==> config.mk <==
export PLATFORM = sky130hd
export DESIGN_NAME = dtw_path_backtrace
export DESIGN_NICKNAME = d
export VERILOG_FILES = /design/src/rtl/dtw_path_backtrace.sv
export SDC_FILE = /design/constraint.sdc
export NUM_CORES = 1
export LEC_CHECK = 0
export CAP_MARGIN = 20
export CORE_MARGIN = 3
export CORE_UTILIZATION = 30
export DETAILED_ROUTE_END_ITERATION = 12
export PLACE_DENSITY = 0.53
export SYNTH_ARGS = -nofsm -noshare
export SYNTH_HDL_FRONTEND = slang
export SYNTH_SLANG_ARGS = --single-unit
==> constraint.sdc <==
create_clock -name clk -period 2.71 [get_ports clk]
set_input_delay 0.271 -clock clk [delete_from_list [all_inputs] [get_ports clk]]
set_output_delay 0.271 -clock clk [all_outputs]
set_load 0.02 [all_outputs]
==> src/rtl/dtw_path_backtrace.sv <==
// ---------------------------------------------------------------------------
// dtw_path_backtrace
//   Reader side of the DTW path memory. Walks the 2-bit path codes backward
//   from the end cell (last_i,last_j) to (0,0) and streams every visited cell
//   on a valid/ready port, end cell first and (0,0) last.
//
// Ports
//   clk, nrst            clock; asynchronous active-low reset
//   start                begin a trace (only honoured while idle)
//   i_last_i, i_last_j   end cell, latched when start is accepted
//   busy, done, err      status: running / 1-cycle finish pulse / sticky error
//   mem_rd_en/addr/data  path memory read port, data one cycle after strobe
//   o_valid, o_ready     output cell handshake
//   o_i, o_j, o_last     current cell, o_last marks (0,0)
//   o_len                number of cells accepted so far
//
// Build option
//   DTW_BT_STATS_EN      adds o_ndiag / o_nup / o_nleft step counters
//
// State table
//   IDLE | waiting for start
//   RD   | read strobe for cell (ci,cj)
//   LAT  | capture path code, detect invalid interior code
//   EMIT | present cell, wait for o_ready, then step
//   FIN  | done pulse after (0,0) was accepted
//   ERR  | done pulse with err set
// ---------------------------------------------------------------------------
module dtw_path_backtrace #(
    parameter int IDX_W = 5,
    parameter int LEN_W = 6
) (
    input  logic               clk,
    input  logic               nrst,
    input  logic               start,
    input  logic [IDX_W-1:0]   i_last_i,
    input  logic [IDX_W-1:0]   i_last_j,
    output logic               busy,
    output logic               done,
    output logic               err,
    output logic               mem_rd_en,
    output logic [2*IDX_W-1:0] mem_rd_addr,
    input  logic [1:0]         mem_rd_data,
    output logic               o_valid,
    input  logic               o_ready,
    output logic [IDX_W-1:0]   o_i,
    output logic [IDX_W-1:0]   o_j,
    output logic               o_last,
    output logic [LEN_W-1:0]   o_len
`ifdef DTW_BT_STATS_EN
    ,
    output logic [LEN_W-1:0]   o_ndiag,
    output logic [LEN_W-1:0]   o_nup,
    output logic [LEN_W-1:0]   o_nleft
`endif
);

    typedef enum logic [2:0] {
        S_IDLE = 3'd0,
        S_RD   = 3'd1,
        S_LAT  = 3'd2,
        S_EMIT = 3'd3,
        S_FIN  = 3'd4,
        S_ERR  = 3'd5
    } state_t;

    state_t             state_q;
    logic [IDX_W-1:0]   ci_q, cj_q;
    logic [IDX_W-1:0]   ci_d, cj_d;
    logic [1:0]         code_q;
    logic               busy_q, done_q, err_q;
    logic               rd_en_q;
    logic [2*IDX_W-1:0] addr_q;
    logic               valid_q, last_q;
    logic [LEN_W-1:0]   len_q;
`ifdef DTW_BT_STATS_EN
    logic               step_diag, step_up, step_left;
    logic [LEN_W-1:0]   ndiag_q, nup_q, nleft_q;
`endif

    // Predecessor of the current cell. Boundary rows/columns force the step
    // regardless of the stored code.
    always_comb begin
        ci_d = ci_q;
        cj_d = cj_q;
`ifdef DTW_BT_STATS_EN
        step_diag = 1'b0;
        step_up   = 1'b0;
        step_left = 1'b0;
`endif
        if (ci_q == '0) begin
            cj_d = cj_q - 1'b1;
`ifdef DTW_BT_STATS_EN
            step_left = 1'b1;
`endif
        end else if (cj_q == '0) begin
            ci_d = ci_q - 1'b1;
`ifdef DTW_BT_STATS_EN
            step_up = 1'b1;
`endif
        end else begin
            case (code_q)
                2'b11: begin
                    ci_d = ci_q - 1'b1;
                    cj_d = cj_q - 1'b1;
`ifdef DTW_BT_STATS_EN
                    step_diag = 1'b1;
`endif
                end
                2'b10: begin
                    ci_d = ci_q - 1'b1;
`ifdef DTW_BT_STATS_EN
                    step_up = 1'b1;
`endif
                end
                2'b01: begin
                    cj_d = cj_q - 1'b1;
`ifdef DTW_BT_STATS_EN
                    step_left = 1'b1;
`endif
                end
                default: ;
            endcase
        end
    end

    always_ff @(posedge clk or negedge nrst) begin
        if (!nrst) begin
            state_q <= S_IDLE;
            ci_q    <= '0;
            cj_q    <= '0;
            code_q  <= 2'b00;
            busy_q  <= 1'b0;
            done_q  <= 1'b0;
            err_q   <= 1'b0;
            rd_en_q <= 1'b0;
            addr_q  <= '0;
            valid_q <= 1'b0;
            last_q  <= 1'b0;
            len_q   <= '0;
`ifdef DTW_BT_STATS_EN
            ndiag_q <= '0;
            nup_q   <= '0;
            nleft_q <= '0;
`endif
        end else begin
            case (state_q)
                S_IDLE: begin
                    if (start) begin
                        ci_q    <= i_last_i;
                        cj_q    <= i_last_j;
                        err_q   <= 1'b0;
                        len_q   <= '0;
                        busy_q  <= 1'b1;
                        rd_en_q <= 1'b1;
                        addr_q  <= {i_last_i, i_last_j};
`ifdef DTW_BT_STATS_EN
                        ndiag_q <= '0;
                        nup_q   <= '0;
                        nleft_q <= '0;
`endif
                        state_q <= S_RD;
                    end
                end
                S_RD: begin
                    rd_en_q <= 1'b0;
                    state_q <= S_LAT;
                end
                S_LAT: begin
                    code_q <= mem_rd_data;
                    if (ci_q != '0 && cj_q != '0 && mem_rd_data == 2'b00) begin
                        done_q  <= 1'b1;
                        err_q   <= 1'b1;
                        state_q <= S_ERR;
                    end else begin
                        valid_q <= 1'b1;
                        last_q  <= (ci_q == '0 && cj_q == '0);
                        state_q <= S_EMIT;
                    end
                end
                S_EMIT: begin
                    if (o_ready) begin
                        valid_q <= 1'b0;
                        last_q  <= 1'b0;
                        len_q   <= (&len_q) ? len_q : len_q + 1'b1;
                        if (last_q) begin
                            done_q  <= 1'b1;
                            state_q <= S_FIN;
                        end else begin
                            ci_q    <= ci_d;
                            cj_q    <= cj_d;
                            rd_en_q <= 1'b1;
                            addr_q  <= {ci_d, cj_d};
`ifdef DTW_BT_STATS_EN
                            ndiag_q <= ndiag_q + LEN_W'(step_diag);
                            nup_q   <= nup_q + LEN_W'(step_up);
                            nleft_q <= nleft_q + LEN_W'(step_left);
`endif
                            state_q <= S_RD;
                        end
                    end
                end
                default: begin
                    done_q  <= 1'b0;
                    busy_q  <= 1'b0;
                    state_q <= S_IDLE;
                end
            endcase
        end
    end

    assign busy        = busy_q;
    assign done        = done_q;
    assign err         = err_q;
    assign mem_rd_en   = rd_en_q;
    assign mem_rd_addr = addr_q;
    assign o_valid     = valid_q;
    assign o_i         = ci_q;
    assign o_j         = cj_q;
    assign o_last      = last_q;
    assign o_len       = len_q;
`ifdef DTW_BT_STATS_EN
    assign o_ndiag     = ndiag_q;
    assign o_nup       = nup_q;
    assign o_nleft     = nleft_q;
`endif

endmodule
**Yosys cells after proc, flatten, opt, wreduce, memory -nomap -nowiden**

Cells that the tools add are included.

- $add $sub $neg: 3
- $mul: 0
- Div/mod/pow operators: 0
- Magnitude comparators: 0
- Equality and inequality tests: 13
- Shift-type cells: 0
- Mux-type cells: 43
- Bitwise gates (word level): 2
- Reduce and logical (&&, ||, !) cells: 26

Operator list:

| operator | number |
|---|---|
| two-way mux 5 bit | 12 |
| two-way mux 10 bit | 3 |
| case mux 10 bit (2 select lines) | 1 |
| case mux 5 bit (2 select lines) | 2 |
| two-way mux 6 bit | 3 |
| AND reduction 4 bit | 4 |
| != test 2 bit (second input constant) | 7 |
| two-way mux 3 bit | 4 |
| case mux 3 bit (4 select lines) | 1 |
| case mux 6 bit (2 select lines) | 1 |
| zero test 5 bit | 2 |
| two-way mux 1 bit | 10 |
| nonzero test 5 bit | 2 |
| subtractor 5 x 1 -> 5 bit (second input constant) | 2 |
| case mux 1 bit (2 select lines) | 4 |
| adder 6 x 1 -> 6 bit (second input constant) | 1 |
| == test 3 x 2 -> 1 bit (second input constant) | 2 |
| case mux 1 bit (3 select lines) | 2 |
| AND reduction 3 bit | 2 |
| AND reduction 6 bit | 1 |
| nonzero test 2 bit | 3 |
| OR reduction 2 bit | 3 |
| == test 2 bit (second input constant) | 2 |
| AND reduction 2 bit | 2 |
| other kinds (8) | 11 |

- Register bits after elaboration: 37
- Bits in latches: 0
- Bits in writable memories: 0
- ROM bits: 0
- Output and inout port bits: 32
- Memories: 0

**Logic depth before layout (Yosys ltp)**

Gate-level depths: netlist of the first run.

- Word-level depth: 8
- Depth in mapped cells: 7

**Worst setup path before layout of the first run**

Ideal clock, no wire load.

- Kind: flip-flop to flip-flop
- Start: reg ci_q[0] (netlist: o_i[0])
- End: reg cj_q[1] (netlist: o_j[1])
- Setup time: 0.125 ns
- Arrival time: 2.019 ns
- Required time: 2.585 ns
- Setup slack: 0.566 ns
- Cell stages (with the launch flop): 8
- Buffers on the path: 1
- Clock period less this slack: 2.144 ns
- Cells stage by stage: dfrtp_1 > inv_1 > ha_1 > or4b_1 > buf_2 > o22ai_2 > o21a_2 > mux2_2

- Cells in the longest elaborated chain, start to end: 5

RTL lines:

| element | line | source |
|---|---|---|
| from (decl) | 67 | `logic [IDX_W-1:0] ci_q, cj_q;` |
| from (signal assigned) | 149 | `ci_q <= i_last_i;` |
| from (signal assigned) | 189 | `ci_q <= ci_d;` |
| zero test 5 bit | 90 | `if (ci_q == '0) begin` |
| two-way mux 5 bit | 90 |  |
| two-way mux 5 bit | 185 | `if (last_q) begin` |
| two-way mux 5 bit | 181 | `if (o_ready) begin` |
| case mux 5 bit (2 select lines) | 146 | `case (state_q)` |
| to (signal assigned) | 150 | `cj_q <= i_last_j;` |
| to (signal assigned) | 190 | `cj_q <= cj_d;` |
| to (decl) | 67 |  |

No other way between the ends. The select of a mux whose other input is x is not followed.
A chain may end at the register's enable or synchronous reset.

**Worst setup path in the final report of the first run**

Ends and elaborated chain as after synthesis.

==> run_results.csv, run 1 <==
group,metric,value,unit
setup_path,path_cells,"inv_1 -> ha_1 -> or4b_1 -> o22ai_2 -> o21a_2 -> mux2_2",
logic_synthesis,synth_edf_count,0,
setup_path,required,2.88,ns
global_routing,grt_pass1_vias,1413,
clock_tree,numCtsBuffers,3,
setup_path,endpoint_kind,"flop",
floorplan,die_h,81.1,µm
pwr,swShare,45.1,%
placed_design,place_area,2180,µm²
sta,period_share,82.6,%
sta,tightest_slew,0.495,ns
finish,finish.utilization,42.3,%
route,drtPass1Iterations,4,
clock_tree,ctsResizeCount,0,
clock_tree,cts_sinks,27,
clock_tree,root_buffer,"clkbuf_8",
route,wirelength,4.23,mm
setup_path,r2r_start,"o_i[0]",
clock_tree,path_clk_slew,0.10,ns
route,drt-initial-drc-count,84,
pwr,seq_power_share,30.7,%
pwr,total_leakage_power,0.903,nW
setup_path,reg2reg_depth,6,
clock_tree,clock_latency,0.28,ns
pwr,total_power,2.59,mW
logic_synthesis,syn_nets,198,
placed_design,hpwl,3.12,mm
logic_synthesis,ys_seq_area_share,40.0,%
setup_path,worst-setup-path-type,"flop to flop",
sta,fin_skew,0.00717,ns
placed_design,place_congestion,0.735,
setup_path,crit_arrival,2.41,ns
floorplan,dieArea,6570,µm²
finish,regArea,676,µm²
pwr,pwr-share-comb,60.1,%
route,vias_per_cell,5.08,
sta,setup_tns,0,ns
route,vias,1469,
setup_path,startpoint_type,"flop",
finish,fin_cells,289,
status,status,"complete, no violations",
logic_synthesis,synthTopCellsByArea,"dfrtp_1, buf_4, nand2_1",
floorplan,initial_core_util,32.1,%
logic_synthesis,synth_cell_types,48,
route,final_antenna_net_count,0,
logic_synthesis,synth_cells,179,
logic_synthesis,ys.flop_type,"dfrtp_1",
global_routing,grt_overflow,0,
clock_tree,cts_buffer_depth,2,
setup_path,r2r_setup_slack,0.47,ns
sta,timing.fmax,446,MHz
sta,hold_viol_final,0,
logic_synthesis,ys_ff_latch,27,
finish,finalInstanceArea,2230,µm²
sta,min_period,2.24,ns
route,post_drt_wl_per_cell,14.6,µm
finish,final_common_cell,"clkdlybuf4s50_1",
logic_synthesis,yosysWarnings,0,
global_routing,grt_pass1_wl,7.05,mm
logic_synthesis,async_flop_share,100,%
pwr,p_per_area,1160,nW/µm²
floorplan,die_w,81.1,µm
finish,multiInputGateArea,860,µm²
finish,most-common-layout-cells,"clkdlybuf4s50_1, dfrtp_1, nand2_1",
sta,final-max-slew-violation-count,0,
setup_path,r2r-end,"o_j[1]",
global_routing,grt_antenna_before_repair,0,
finish,diodes,0,
clock_tree,cts_setup_buffers,0,
setup_path,crit_slowest_cell,"or4b_1",
finish,drive_gt1_share,11.4,%
finish,n_fill_cell,532,
job,cap_violations,0,
setup_path,path_max_fanout,6,
sta,rsz0062_at_grt,"false",
pwr,p_int,1.42,mW
route,route.detailed.drc,0,
global_routing,grt_use_total,13.5,%
logic_synthesis,synth_top_area_share,40.0,%
finish,nNetsFinal,239,
global_routing,grt_max_degree,28,
pwr,netSwitchingPower,1.17,mW
floorplan,core_area,5270,µm²
floorplan,fp-row-count,26,
placed_design,placedCellCount,285,
sta,maxSlewHeadroom,66.6,%
logic_synthesis,postSynthAreaPerCell,9.44,µm²
clock_tree,cts_tree,"done",
setup_path,max_stage_delay,0.58,ns
clock_tree,hold_buffers,0,
min_path,worstHoldPathType,"input port to asynchronous set/reset pin",
finish,area_growth,31.8,%
pwr,power_frac_clock,9.2,%
pwr,peakVddDrop,0.355,mV
logic_synthesis,syn_area,1690,µm²
sta,finalSetupViolCount,0,
logic_synthesis,yosysTopAreaCell,"dfrtp_1",
placed_design,io_buffers,47,
clock_tree,htreeDepth,1,
floorplan,ioPinCount,48,
[final cells by class]
type	count	area share, %
Multi-Input combinational cell	124	38.6
Clock buffer	4	2.02
Inverter	10	1.68
Tap cell	70	3.93
Timing Repair Buffer	54	23.5
Sequential cell	27	30.3
[state kept, by name (all words and copies together), names as in the netlist]
signal	cells
done	1
err	1
o_i	5
o_j	4
state_q	3
busy	1
o_len	6
o_valid	1
code_q	2
mem_rd_addr	1
o_last	1
mem_rd_en	1
[metal layers]
| metal | GRT usage, % | vias to the layer above | part of all wire [%] |
|---|---|---|---|
| li1 | - | 736 | - |
| met1 | 18.1 | 697 | 48 |
| met2 | 22.7 | 34 | 47 |
| met3 | 2.66 | 2 | 5.0 |
| met4 | 2.53 | 0 | 0.57 |
| met5 | 0 | - | 0 |
[worst max-delay path: cells and delay by family (launching register included)]
kind,cells,cell delay [ns]
adder cells (fa/ha/maj),1,0.22
AND/OR/NAND/NOR,1,0.58
multiplexers,1,0.33
flip-flops,1,0.44
AO/OA/AOI/OAI,2,0.47
buffers and inverters,1,0.09
[stage by stage]
stage	hold slack, ns	worst slack, ns
after floorplan	-0.0246	0.566
after global placement	0.471	0.475
after detailed placement	0.470	0.461
after CTS	0.385	0.468
after global routing	0.389	0.354
final	0.370	0.470
[how the worst max path moves through the flow]
stage               cells after the start  slack (ns)    from      to
floorplan                               7        0.57  o_i[0]  o_j[1]
global placement                        5        0.48   start  o_j[1]
detailed placement                      5        0.46   start  o_j[1]
CTS                                     6        0.47  o_i[0]  o_j[1]
global route                            6        0.35  o_i[0]  o_j[1]
finish                                  6        0.47  o_i[0]  o_j[1]
[power groups by stage]
stage,Sequential [mW],Clock (mW),Combinational [mW]
floorplan,0.904,0,0.909
detailed placement,0.808,0,1.57
finish,0.797,0.237,1.56
global route,0.834,0.273,1.70
CTS,0.800,0.253,1.58
global placement,0.805,0,1.58
[cell families after synthesis]
logic type	count (synthesis)	share of synthesized area, %
mux	6	4.00
simple gates	66	24.1
buf+inv	28	9.18
compound gates	49	20.6
fa+ha+maj	3	2.22
flops	27	40.0
[cell usage after synthesis, types with 4 or more instances]
library cell	number
nand3_1	4
nand2_1	18
or3_1	4
dfrtp_1	27
o21ai_0	11
mux2_2	6
a21oi_1	10
buf_4	10
o31ai_1	4
nand3b_1	4
inv_1	10
buf_2	4
nand4_1	4
nor2_1	10
No activity file was read; power rests on OpenSTA's default activity.
==> inputs of run 2 (changes only) <==
Clock period 2.71 ns to 2.2 ns, I/O delays scaled along.
==> run 2 against run 1 <==
Effect of this change: clock-buffer cell count is 1 lower; worst hold slack worse by 0.065 ns; largest power group unchanged; register-to-register slack worse by 0.34 ns; flip-flop and latch count did not move; sequential share of layout area shrank 0.96 points; global-route usage grew 0.63 points; non-clock buffer count is 9 higher.
==> run_results.csv, run 2 (same netlist as run 1, synthesis figures left out) <==
group,metric,value,unit
pwr,p_per_area,1430,nW/µm²
global_routing,grt_use_total,14.1,%
global_routing,grt_antenna_before_repair,0,
global_routing,grt_max_degree,28,
placed_design,place_ws,0.133,ns
route,vias,1536,
pwr,seq_power_share,30.6,%
global_routing,grt_pass1_vias,1532,
route,drt-initial-drc-count,100,
finish,finish.utilization,43.7,%
setup_path,r2r-end,"o_j[1]",
finish,final_common_cell,"clkdlybuf4s50_1",
floorplan,initial_core_util,32.1,%
route,post_drt_wl_per_cell,14.4,µm
setup_path,r2r_setup_slack,0.13,ns
sta,setup_tns,0,ns
finish,nNetsFinal,248,
setup_path,required,2.38,ns
pwr,peakVddDrop,0.498,mV
setup_path,reg2reg_depth,6,
clock_tree,root_buffer,"clkbuf_8",
clock_tree,htreeDepth,1,
floorplan,die_h,81.1,µm
route,drtPass1Iterations,4,
clock_tree,clock_latency,0.28,ns
clock_tree,cts_setup_buffers,0,
clock_tree,hold_buffers,0,
sta,tightest_slew,0.511,ns
pwr,total_power,3.29,mW
route,route.detailed.drc,0,
sta,fin_ws,0.127,ns
clock_tree,path_clk_slew,0.10,ns
finish,fin_cells,298,
pwr,swShare,44.6,%
floorplan,dieArea,6570,µm²
route,wirelength,4.30,mm
min_path,worstHoldPathType,"input port to asynchronous set/reset pin",
sta,period_share,94.2,%
finish,diodes,0,
setup_path,path_max_fanout,6,
finish,area_growth,36.1,%
pwr,netSwitchingPower,1.47,mW
global_routing,grt_pass1_wl,7.25,mm
setup_path,cp-startpoint,"o_i[1]",
route,final_antenna_net_count,0,
setup_path,crit_arrival,2.25,ns
finish,most-common-layout-cells,"clkdlybuf4s50_1, dfrtp_1, nand2_1",
finish,drive_gt1_share,15.8,%
setup_path,endpoint_kind,"flop",
sta,timing.fmax,482,MHz
placed_design,place_congestion,0.749,
sta,fin_skew,0.0125,ns
sta,finalSetupViolCount,0,
sta,hold_viol_final,0,
floorplan,core_area,5270,µm²
job,cap_violations,0,
finish,largest_reg_flops,6,
sta,final-max-slew-violation-count,0,
sta,maxSlewHeadroom,65.6,%
route,vias_per_cell,5.15,
pwr,total_leakage_power,0.950,nW
placed_design,hpwl,3.27,mm
finish,n_fill_cell,537,
floorplan,ioPinCount,48,
floorplan,die_w,81.1,µm
sta,rsz0062_at_grt,"false",
placed_design,io_buffers,47,
clock_tree,cts_sinks,27,
setup_path,crit_end,"o_j[1]",
setup_path,r2r_start,"o_i[1]",
status,status,"complete, no violations",
global_routing,grt_overflow,0,
pwr,pwr-share-comb,60.5,%
setup_path,worst-setup-path-type,"flop to flop",
sta,min_period,2.07,ns
pwr,power_frac_clock,8.9,%
floorplan,fp-row-count,26,
clock_tree,cts_buffer_depth,2,
clock_tree,cts_tree,"done",
clock_tree,numCtsBuffers,3,
pwr,p_int,1.82,mW
setup_path,startpoint_type,"flop",
placed_design,placedCellCount,294,
[run 2: worst min path at each step]
stage                   end     from  cells after the start
global placement    o_valid  o_valid                      2
CTS                  o_i[0]     nrst                      2
global route         o_i[0]     nrst                      2
detailed placement  o_valid  o_valid                      2
finish               o_i[0]     nrst                      2
floorplan              busy     nrst                      0
[run 2: worst max-delay path, stage by stage (launching register included)]
cell,delay [ns]
dfrtp_1,0.43
inv_1,0.09
ha_1,0.17
or4b_1,0.57
o22ai_2,0.23
o21a_2,0.16
mux2_2,0.32
[run 2: stage by stage]
stage	hold WS, ns	area, µm²
6_report	0.305	2300
5_1_grt	0.329	2300
4_1_cts	0.321	2300
3_5_place_dp	0.469	2250
3_3_place_gp	0.464	2250
2_1_floorplan	-0.0756	1690
[run 2: layer usage]
layer	routed length, µm	global-route usage, %
met5	0	0
met2	2110	23.5
met1	1950	18.4
met4	53	5.41
met3	189	2.33
[run 2: repair_timing]
item	in CTS	in global routing
hold endpoints to repair	0	0
resized for setup	0	1
setup endpoints to repair	0	2
[run 2: layout make-up]
type | count | area, µm² | area share, %
tap | 70 | 87.6 | 3.81
timing repair buffer | 63 | 591 | 25.7
clock buffer | 3 | 41.3 | 1.79
clock inverter | 1 | 5.00 | 0.218
inverter | 10 | 37.5 | 1.63
sequential | 27 | 676 | 29.4
multi-input combinational | 124 | 863 | 37.5
[run 2: power groups by stage]
stage / Sequential, mW / Clock (mW) / Combinational, mW
global placement: 1.02 / 0 / 2.01
finish: 1.01 / 0.292 / 1.99
CTS: 1.01 / 0.307 / 2.01
floorplan: 1.11 / 0 / 1.12
global route: 1.06 / 0.326 / 2.18
detailed placement: 1.02 / 0 / 2.00
==> inputs of run 3 (changes only) <==
Settings changed: CORE_ASPECT_RATIO set to 0.9.
==> run 3 against run 2 <==
Effect of this change: sequential share of layout area shrank 0.32 points; largest cell class unchanged; critical path depth is the same; total power grew 3.7%; routed wire length grew 4.1%; combinational power grew 9%; maximum frequency grew 3.1%; sequential power shrank 7%; clock-buffer cell count grew 1; global-route usage grew 0.17 points; final cell count grew 0.34%.
==> run_results.csv, run 3 (same netlist as run 1, synthesis figures left out) <==
group,metric,value,unit
status,status,"complete, no violations",
finish,diodes,0,
finish,largest_reg_flops,6,
route,route.detailed.drc,0,
finish,final_common_cell,"clkdlybuf4s50_1",
floorplan,dieArea,6570,µm²
sta,maxSlewHeadroom,67.3,%
clock_tree,clock_latency,0.28,ns
job,cap_violations,0,
sta,hold_ws,0.319,ns
placed_design,place_ws,0.118,ns
floorplan,fp-row-count,25,
route,wirelength,4.48,mm
floorplan,initial_core_util,31.6,%
setup_path,path_cells,"inv_1 -> ha_1 -> or4b_4 -> o22ai_2 -> o21a_2 -> mux2_2",
pwr,seq_power_share,27.6,%
route,vias,1559,
placed_design,hpwl,3.36,mm
clock_tree,root_buffer,"clkbuf_8",
setup_path,cp_top_family,"simple AND/OR/NAND/NOR gates",
pwr,total_power,3.41,mW
sta,min_period,2.01,ns
finish,area_growth,37.6,%
pwr,swShare,44.2,%
sta,fin_ws,0.188,ns
sta,rsz0062_at_grt,"false",
global_routing,grt_antenna_before_repair,0,
clock_tree,htreeDepth,1,
setup_path,endpoint_kind,"flop",
finish,finalInstanceArea,2330,µm²
route,post_drt_wl_per_cell,15.0,µm
global_routing,grt_overflow,0,
pwr,p_int,1.90,mW
floorplan,ioPinCount,48,
global_routing,grt_util_met2,20.3,%
setup_path,critical_path_buf_inv_count,1,
floorplan,die_h,77.2,µm
route,vias_per_cell,5.21,
sta,finalSetupViolCount,0,
finish,most-common-layout-cells,"clkdlybuf4s50_1, dfrtp_1, buf_4",
pwr,total_leakage_power,0.968,nW
global_routing,grt_max_degree,28,
route,drtPass1Iterations,4,
clock_tree,path_clk_slew,0.10,ns
finish,nNetsFinal,252,
clock_tree,numCtsBuffers,3,
sta,final-max-slew-violation-count,0,
global_routing,grt_use_total,14.3,%
setup_path,crit_arrival,2.19,ns
sta,timing.fmax,497,MHz
pwr,netSwitchingPower,1.51,mW
min_path,worstHoldPathType,"input port to asynchronous set/reset pin",
global_routing,use_met3,3.33,%
floorplan,core_area,5350,µm²
setup_path,crit_slowest_cell,"or4b_4",
global_routing,grt_pass1_wl,7.73,mm
setup_path,worst-setup-path-type,"flop to flop",
finish,drive_gt1_share,16.8,%
sta,fin_skew,0.00697,ns
placed_design,place_area,2280,µm²
clock_tree,cts_buffer_depth,2,
pwr,pwr-share-comb,63.7,%
pwr,power_frac_clock,8.7,%
clock_tree,cts_tree,"done",
setup_path,max_stage_delay,0.53,ns
placed_design,io_buffers,47,
placed_design,place_congestion,0.813,
floorplan,die_w,85.1,µm
sta,tightest_slew,0.486,ns
sta,setup_tns,0,ns
pwr,p_per_area,1460,nW/µm²
route,final_antenna_net_count,0,
global_routing,grt_pass1_vias,1538,
setup_path,startpoint_type,"flop",
sta,hold_viol_final,0,
sta,period_share,91.4,%
pwr,peakVddDrop,0.600,mV
global_routing,busiest_layer,"met1",
setup_path,required,2.37,ns
route,drt-initial-drc-count,126,
global_routing,grtUsageMet1,22.4,%
setup_path,path_max_fanout,6,
clock_tree,cts_sinks,27,
==> run 3: per-layer routing <==
metal / vias up / wire, µm
li1: 755 / -
met1: 754 / 2360
met2: 48 / 1890
met3: 2 / 207
met4: 0 / 12
met5: - / 0
==> run 3: what timing repair did <==
item / 4_1_cts / 5_1_grt
setup buffers: 0 / 0
setup endpoints to repair: 0 / 5
resized for setup: 0 / 2
hold buffers: 0 / 0
==> run 3: final cells by class <==
| type | instances | area (µm²) |
|---|---|---|
| clock buffers | 4 | 45.0 |
| fillers | 540 | 3020 |
| inverters | 10 | 37.5 |
| multi-input cells | 124 | 863 |
| flip-flops and latches | 27 | 676 |
| well taps | 67 | 83.8 |
| repair buffers | 67 | 621 |
==> run 3: worst paths after layout <==
kind / from / to / slack [ns] / depth (start not counted)
min in group clk: o_valid / o_valid / 0.49 / 2
min reg2reg: o_valid / o_valid / 0.49 / 2
max: o_i[1] / o_j[1] / 0.19 / 6
min: nrst / state_q[0] / 0.32 / 2
max reg2reg: o_i[1] / o_j[1] / 0.19 / 6
max in group asynchronous: nrst / o_i[0] / 1.61 / 2
==> run 3: per-stage QoR <==
step	cells	util (%)
6_report	299	43.5
5_1_grt	299	43.5
4_1_cts	299	43.4
3_5_place_dp	295	42.6
3_3_place_gp	295	42.6
2_1_floorplan	179	-
==> run 3: power groups by stage <==
stage          logic [mW]  clock network (mW)  registers, mW
6_report             2.17               0.297          0.940
5_1_grt              2.37               0.337          0.982
4_1_cts              2.18               0.308          0.938
3_5_place_dp         2.17                   0          0.948
3_3_place_gp         2.17                   0          0.944
2_1_floorplan        1.12                   0           1.11
==> run 3: worst register-to-register path: cells and delay by family, from the launching register on <==
family | cells | cell delay (ns)
buf+inv | 1 | 0.09
compound gates | 2 | 0.35
fa+ha+maj | 1 | 0.21
mux | 1 | 0.32
simple gates | 1 | 0.53
flops | 1 | 0.42
